$ cat config.mk
export PLATFORM = sky130hd
export DESIGN_NAME = load_store_unit
export DESIGN_NICKNAME = d
export VERILOG_FILES = /design/src/rtl/load_store_unit.sv
export SDC_FILE = /design/constraint.sdc
export NUM_CORES = 1
export LEC_CHECK = 0
export CORE_ASPECT_RATIO = 1.4
export CORE_MARGIN = 2
export CORE_UTILIZATION = 30
export DETAILED_ROUTE_END_ITERATION = 6
export GPL_TIMING_DRIVEN = 0
export SKIP_LAST_GASP = 1
export SLEW_MARGIN = 30
export SYNTH_ARGS = -nofsm -noshare
export SYNTH_HDL_FRONTEND = slang
export SYNTH_SLANG_ARGS = --single-unit
$ cat constraint.sdc
create_clock -name Clock -period 2.27 [get_ports Clock]
set_clock_uncertainty 0.15 [all_clocks]
set_input_delay 0.454 -clock Clock [delete_from_list [all_inputs] [get_ports Clock]]
set_output_delay 0.454 -clock Clock [all_outputs]
set_load 0.005 [all_outputs]
$ cat src/rtl/load_store_unit.sv
// load_store_unit
// Bridges the execute stage to a single-ported data memory for RISC-V
// loads and stores. A legal access is accepted in IDLE. It is issued to
// memory from BUSY until mem_ready is seen or the wait budget runs out.
// The access then retires with a one-cycle done pulse in DONE.
//
// Ports
//   Clock, Reset           rising-edge clock, synchronous active-high reset
//   valid                  execute stage presents an instruction
//   is_load, is_store      instruction class from the decoder
//   funct3                 RISC-V load/store width/sign field
//   addr                   effective address (ALU result)
//   store_data             rs2 value for stores
//   stall                  holds the upstream stage while an access is in flight
//   done                   one-cycle completion pulse
//   load_data              extended load result, non-zero only while done=1
//   fault                  one-cycle pulse: misaligned, illegal or timed out
//   mem_req, mem_we        memory request strobe and write enable
//   mem_addr               word-aligned memory address
//   mem_wdata, mem_wmask   lane-replicated write data and byte enables
//   mem_ready, mem_rdata   access-complete strobe and read data
module load_store_unit #(
    parameter int unsigned TIMEOUT_CYCLES = 255
) (
    input  logic        Clock,
    input  logic        Reset,
    input  logic        valid,
    input  logic        is_load,
    input  logic        is_store,
    input  logic [2:0]  funct3,
    input  logic [31:0] addr,
    input  logic [31:0] store_data,
    output logic        stall,
    output logic        done,
    output logic [31:0] load_data,
    output logic        fault,
    output logic        mem_req,
    output logic        mem_we,
    output logic [31:0] mem_addr,
    output logic [31:0] mem_wdata,
    output logic [3:0]  mem_wmask,
    input  logic        mem_ready,
    input  logic [31:0] mem_rdata
);

    // Counter holds 0 .. TIMEOUT_CYCLES-1, one value per BUSY cycle.
    localparam int unsigned CNT_W = (TIMEOUT_CYCLES > 1) ? $clog2(TIMEOUT_CYCLES) : 1;
    localparam logic [CNT_W-1:0] CNT_LAST = CNT_W'(TIMEOUT_CYCLES - 1);

    typedef enum logic [1:0] {
        IDLE,
        BUSY,
        DONE
    } state_t;

    state_t      state;
    logic [29:0] word_addr_r;
    logic [1:0]  off_r;
    logic [2:0]  funct3_r;
    logic        we_r;
    logic [31:0] wdata_r;
    logic [3:0]  wmask_r;
    logic [31:0] rdata_r;
    logic        timed_out_r;
    logic [CNT_W-1:0] cnt;

    logic        mem_op;
    logic        f3_legal;
    logic        misaligned;
    logic        bad_op;
    logic        accept;
    logic [31:0] wdata_n;
    logic [3:0]  wmask_n;

    assign mem_op = valid & (is_load | is_store);

    always_comb begin
        f3_legal = 1'b0;
        if (is_load) begin
            case (funct3)
                3'b000, 3'b001, 3'b010, 3'b100, 3'b101: f3_legal = 1'b1;
                default:                                f3_legal = 1'b0;
            endcase
        end else begin
            case (funct3)
                3'b000, 3'b001, 3'b010: f3_legal = 1'b1;
                default:                f3_legal = 1'b0;
            endcase
        end
    end

    // funct3[1:0] encodes the access size for every legal opcode.
    assign misaligned = ((funct3[1:0] == 2'b01) & addr[0]) |
                        ((funct3[1:0] == 2'b10) & (addr[1:0] != 2'b00));

    assign bad_op = (is_load & is_store) | ~f3_legal | misaligned;
    assign accept = (state == IDLE) & mem_op & ~bad_op;

    // Store lane formatting: data is replicated so the mask alone selects lanes.
    always_comb begin
        wdata_n = '0;
        wmask_n = '0;
        if (is_store) begin
            case (funct3[1:0])
                2'b00: begin
                    wdata_n = {4{store_data[7:0]}};
                    wmask_n = 4'b0001 << addr[1:0];
                end
                2'b01: begin
                    wdata_n = {2{store_data[15:0]}};
                    wmask_n = addr[1] ? 4'b1100 : 4'b0011;
                end
                default: begin
                    wdata_n = store_data;
                    wmask_n = 4'b1111;
                end
            endcase
        end
    end

    always_ff @(posedge Clock) begin
        if (Reset) begin
            state       <= IDLE;
            word_addr_r <= '0;
            off_r       <= '0;
            funct3_r    <= '0;
            we_r        <= 1'b0;
            wdata_r     <= '0;
            wmask_r     <= '0;
            rdata_r     <= '0;
            timed_out_r <= 1'b0;
            cnt         <= '0;
        end else begin
            case (state)
                IDLE: begin
                    if (accept) begin
                        word_addr_r <= addr[31:2];
                        off_r       <= addr[1:0];
                        funct3_r    <= funct3;
                        we_r        <= is_store;
                        wdata_r     <= wdata_n;
                        wmask_r     <= wmask_n;
                        rdata_r     <= '0;
                        timed_out_r <= 1'b0;
                        cnt         <= '0;
                        state       <= BUSY;
                    end
                end
                BUSY: begin
                    // A response in the last budgeted cycle still wins over the timeout.
                    if (mem_ready) begin
                        rdata_r <= mem_rdata;
                        state   <= DONE;
                    end else if (cnt == CNT_LAST) begin
                        timed_out_r <= 1'b1;
                        state       <= DONE;
                    end else begin
                        cnt <= cnt + 1'b1;
                    end
                end
                DONE: begin
                    state <= IDLE;
                end
                default: begin
                    state <= IDLE;
                end
            endcase
        end
    end

    // Memory-side outputs are gated by BUSY so they read zero at all other times.
    always_comb begin
        stall     = accept | (state == BUSY);
        done      = (state == DONE);
        fault     = ((state == IDLE) & mem_op & bad_op) | ((state == DONE) & timed_out_r);
        mem_req   = (state == BUSY);
        mem_we    = (state == BUSY) & we_r;
        mem_addr  = (state == BUSY) ? {word_addr_r, 2'b00} : '0;
        mem_wdata = (state == BUSY) ? wdata_r : '0;
        mem_wmask = (state == BUSY) ? wmask_r : '0;
    end

    logic [7:0]  lane_b;
    logic [15:0] lane_h;

    always_comb begin
        lane_b    = '0;
        lane_h    = '0;
        load_data = '0;
        case (off_r)
            2'b00:   lane_b = rdata_r[7:0];
            2'b01:   lane_b = rdata_r[15:8];
            2'b10:   lane_b = rdata_r[23:16];
            default: lane_b = rdata_r[31:24];
        endcase
        lane_h = off_r[1] ? rdata_r[31:16] : rdata_r[15:0];
        if ((state == DONE) & ~we_r & ~timed_out_r) begin
            case (funct3_r)
                3'b000:  load_data = {{24{lane_b[7]}}, lane_b};
                3'b001:  load_data = {{16{lane_h[15]}}, lane_h};
                3'b010:  load_data = rdata_r;
                3'b100:  load_data = {24'h0, lane_b};
                3'b101:  load_data = {16'h0, lane_h};
                default: load_data = '0;
            endcase
        end
    end

endmodule
==> flow_metrics.tcl <==
set metrics [dict create \
    status "finished with violations" \
    violations "setup timing" \
    netlist_instances 627 \
    cp_max_fo 4 \
    timing.final.hold_violations 0 \
    ff_latch_area_sq_um 2327 \
    multiInputGateArea_sq_um 3461 \
    vias 6292 \
    swShare_pct 24.79 \
    routed_wl_um 23120 \
    synthAdderAreaFrac_pct 0.4338 \
    relSlewSlack_pct 35.15 \
    yosysSeqAreaShare_pct 39.91 \
    worst_pin_slew_ns 0.9692 \
    synth_area_leaders "dfxtp_1 (40%), a22o_1 (7.3%), and2_1 (7.3%)" \
    timing.final.ws_setup_ns -0.3571 \
    timing.hold.ws_ns 0.2363 \
    fin_nets 1040 \
    cts.sinks 115 \
    drtPass1Iterations 5 \
    hold_depth 3 \
    drive_above_1_share_pct 39.26 \
    design_area_sq_um 9901 \
    synth_top_area_share_pct 39.91 \
    grt_antenna_before_repair 3 \
    cts_tree "yes" \
    ctsHtreeMaxLevel 4 \
    port_buffers 205 \
    die_h_um 168.1 \
    p_int_w 0.004206 \
    postSynth.asyncResetShare_pct 0 \
    power_density_nw_per_um2 564.9 \
    synth-main-ff-cell "dfxtp_1" \
    vias_per_cell 5.261 \
    grt_pass1_wl_um 34930 \
    cp_data_required_time_ns 1.67 \
    power_frac_seq_pct 37.4 \
    cp-start-kind "register" \
    drcViolationCount 0 \
    hold_end "funct3_r[2]$_SDFFE_PP0P_" \
    ir_worst_vdd_v 0.0004697 \
    syn_area_per_cell_sq_um 9.199 \
    p_clk_share_pct 47.8 \
    crit_type "register to output port" \
    synthToLayoutAreaGrowth_pct 71.65 \
    num_rows 60 \
    postPlaceCellArea_sq_um 8134 \
    wl_per_cell_um 19.33 \
    cts_buffers 17 \
    drv_slew 0 \
    drv_cap 0 \
    fill_cells 1756 \
    period_share_pct 115.7 \
    setup_viol 70 \
    rsz0062_at_grt "true" \
    synth_top_family_by_area "compound AO/OA/AOI/OAI gates" \
    hold_path.class "input pin to register" \
    r2r_end "rdata_r[31]$_SDFFE_PP0P_" \
    clockBufferDepth 2 \
    worstPathArrival_ns 2.02 \
    max_freq_ghz 0.3806 \
    comb_power_share_pct 14.7 \
    fp.coreArea_sq_um 19070 \
    grt_pass1_vias 6170 \
    clk_pin_slew_worst_paths_ns 0.05 \
    grt_usage_pct 22.13 \
    dp_hpwl_um 15470 \
    finalCriticalPeriod_ns 2.627 \
    synthesis.area_sq_um 5768 \
    hold_start "funct3[2]" \
    yosys_warnings 0 \
    synth_compound_area_share_pct 27.20 \
    synth_cell_type_count 55 \
    gp_congestion 0.8677 \
    synthXorXnorAreaFrac_pct 0.6074 \
    root_buffer "clkbuf_16" \
    die-width_um 121.2 \
    overflow 0 \
    initial_utilization_pct 30.25 \
    io_pins 210 \
    synth_edf_count 0 \
    r2r_start "state[1]$_SDFFE_PP0P_" \
    cp-end-kind "output port" \
    ff2ff_setup_slack_ns 0.10 \
    synth_mux_area_share_pct 7.657 \
    p_sw_w 0.001386 \
    dieArea_sq_um 20370 \
    hold_buffers 0 \
    drt_iter0_drc 423 \
    synth_top_cell_by_area "dfxtp_1" \
    reg2reg_depth 9 \
    ys_ff_latch 115 \
    grt_max_degree 17 \
    antenna_left 0 \
    synth-simple-area-share_pct 17.79 \
    clk_latency_ns 0.41 \
    p_leak_nw 4.006 \
]
==> cell usage after synthesis, types with 2 or more instances <==
master     instances
and2_1            67
xor2_1             3
a22oi_1            9
o31ai_1           36
nand2b_1           4
and3_1             3
o21ai_0           11
nand3_1            3
nor3_1             2
buf_2             25
nor2b_1            3
buf_4              4
mux2i_1           25
a222oi_1           8
o2bb2ai_1         20
buf_1              3
buf_6              6
a22o_1            48
mux4_2             8
dfxtp_1          115
inv_1              4
a21oi_1           69
nand4_1           37
nor3b_2            2
nor3b_1            2
ha_1               2
a21o_1             2
clkbuf_1          31
o211ai_1           2
nor2_1            18
nand2_1           31
==> critical path, stage by stage (launching register included) <==
cell and delay, ns:
dfxtp_4 0.36, buf_6 0.12, buf_6 0.10, mux4_2 0.47
a222oi_1 0.33, nor2_1 0.09, buf_2 0.14
==> power by group through the flow <==
stage                     sequential, W  combinational [W]  clock (W)
after floorplan                 0.00212           0.000309          0
after global placement          0.00213           0.000633          0
after detailed placement        0.00213           0.000634          0
after CTS                       0.00209           0.000788    0.00273
after global routing            0.00210           0.000876    0.00281
final                           0.00209           0.000824    0.00268
==> cells by family (layout without fill, tap and decap cells) <==
group                    count (synthesis)  after routing
multiplexers                            34             34
other                                    1              5
AND/OR/NAND/NOR                        180            180
flip-flops                             115            115
XOR/XNOR                                 4              4
AO/OA/AOI/OAI                          218            218
adder cells (fa/ha/maj)                  2              2
buffers and inverters                   73            390
==> cell type report <==
cell class,count,area share [%]
multi-input combinational,440,34.96
timing repair buffer,290,27.07
sequential,115,23.51
buffer,65,5.169
clock buffer,22,4.891
tap,248,3.134
clock inverter,9,1.049
inverter,4,0.1516
antenna,3,0.07582
==> how the worst max path moves through the flow <==
stage,startpoint,to,slack [ns],cells past startpoint
after floorplan,off_r[0]$_SDFFE_PP0P_,load_data[20],0.14,7
after global placement,is_load,fault,-1.17,7
after detailed placement,is_load,fault,-1.16,7
after CTS,off_r[0]$_SDFFE_PP0P_,load_data[23],-0.40,8
after global routing,off_r[1]$_SDFFE_PP0P_,load_data[4],-0.43,6
final,off_r[1]$_SDFFE_PP0P_,load_data[4],-0.36,6
==> placed cells by master (no fill, tap or decap), types with 21 or more instances in the layout <==
cell type,Yosys,routed
a21oi_2,0,22
dfxtp_1,115,107
o31ai_1,36,36
buf_6,6,77
a21oi_1,69,46
buf_2,25,58
clkbuf_2,0,21
clkbuf_16,0,23
buf_4,4,47
a22o_1,48,48
nand4_1,37,37
nand2_1,31,28
clkdlybuf4s50_1,0,97
and2_4,0,46
mux2i_1,25,25
and2_1,67,21
==> stage by stage <==
stage	std cells	TNS [ns]	total power (W)	util [%]	worst slack [ns]
finish	1196	-11.62	0.005593	51.92	-0.3571
detailed placement	1081	-88.78	0.002768	42.66	-1.159
global route	1194	-16.07	0.005785	51.90	-0.4296
floorplan	628	0	0.002432	-	0.1438
CTS	1185	-20.15	0.005613	50.35	-0.4021
global placement	1081	-84.21	0.002767	42.66	-1.172
==> sequential cells by signal (all words and copies together) (netlist names) <==
register	flops
cnt	8
state	2
rdata_r	32
word_addr_r	30
timed_out_r	1
wmask_r	4
funct3_r	3
we_r	1
wdata_r	32
off_r	2
==> per-layer routing <==
metal,track usage (%),vias up,share of wire (%)
met3,5.860,45,7.5
met5,0,-,0
met1,24.78,2970,38
met4,9.095,0,3.3
met2,39.30,290,52
li1,-,2987,-
==> timing repair <==
item,4_1_cts,5_1_grt
cloned,10,1
pin swaps,33,42
setup endpoints to repair,103,130
resized for setup,444,211
setup buffers,63,19
Note: power is estimated with default switching activity, not from simulation.
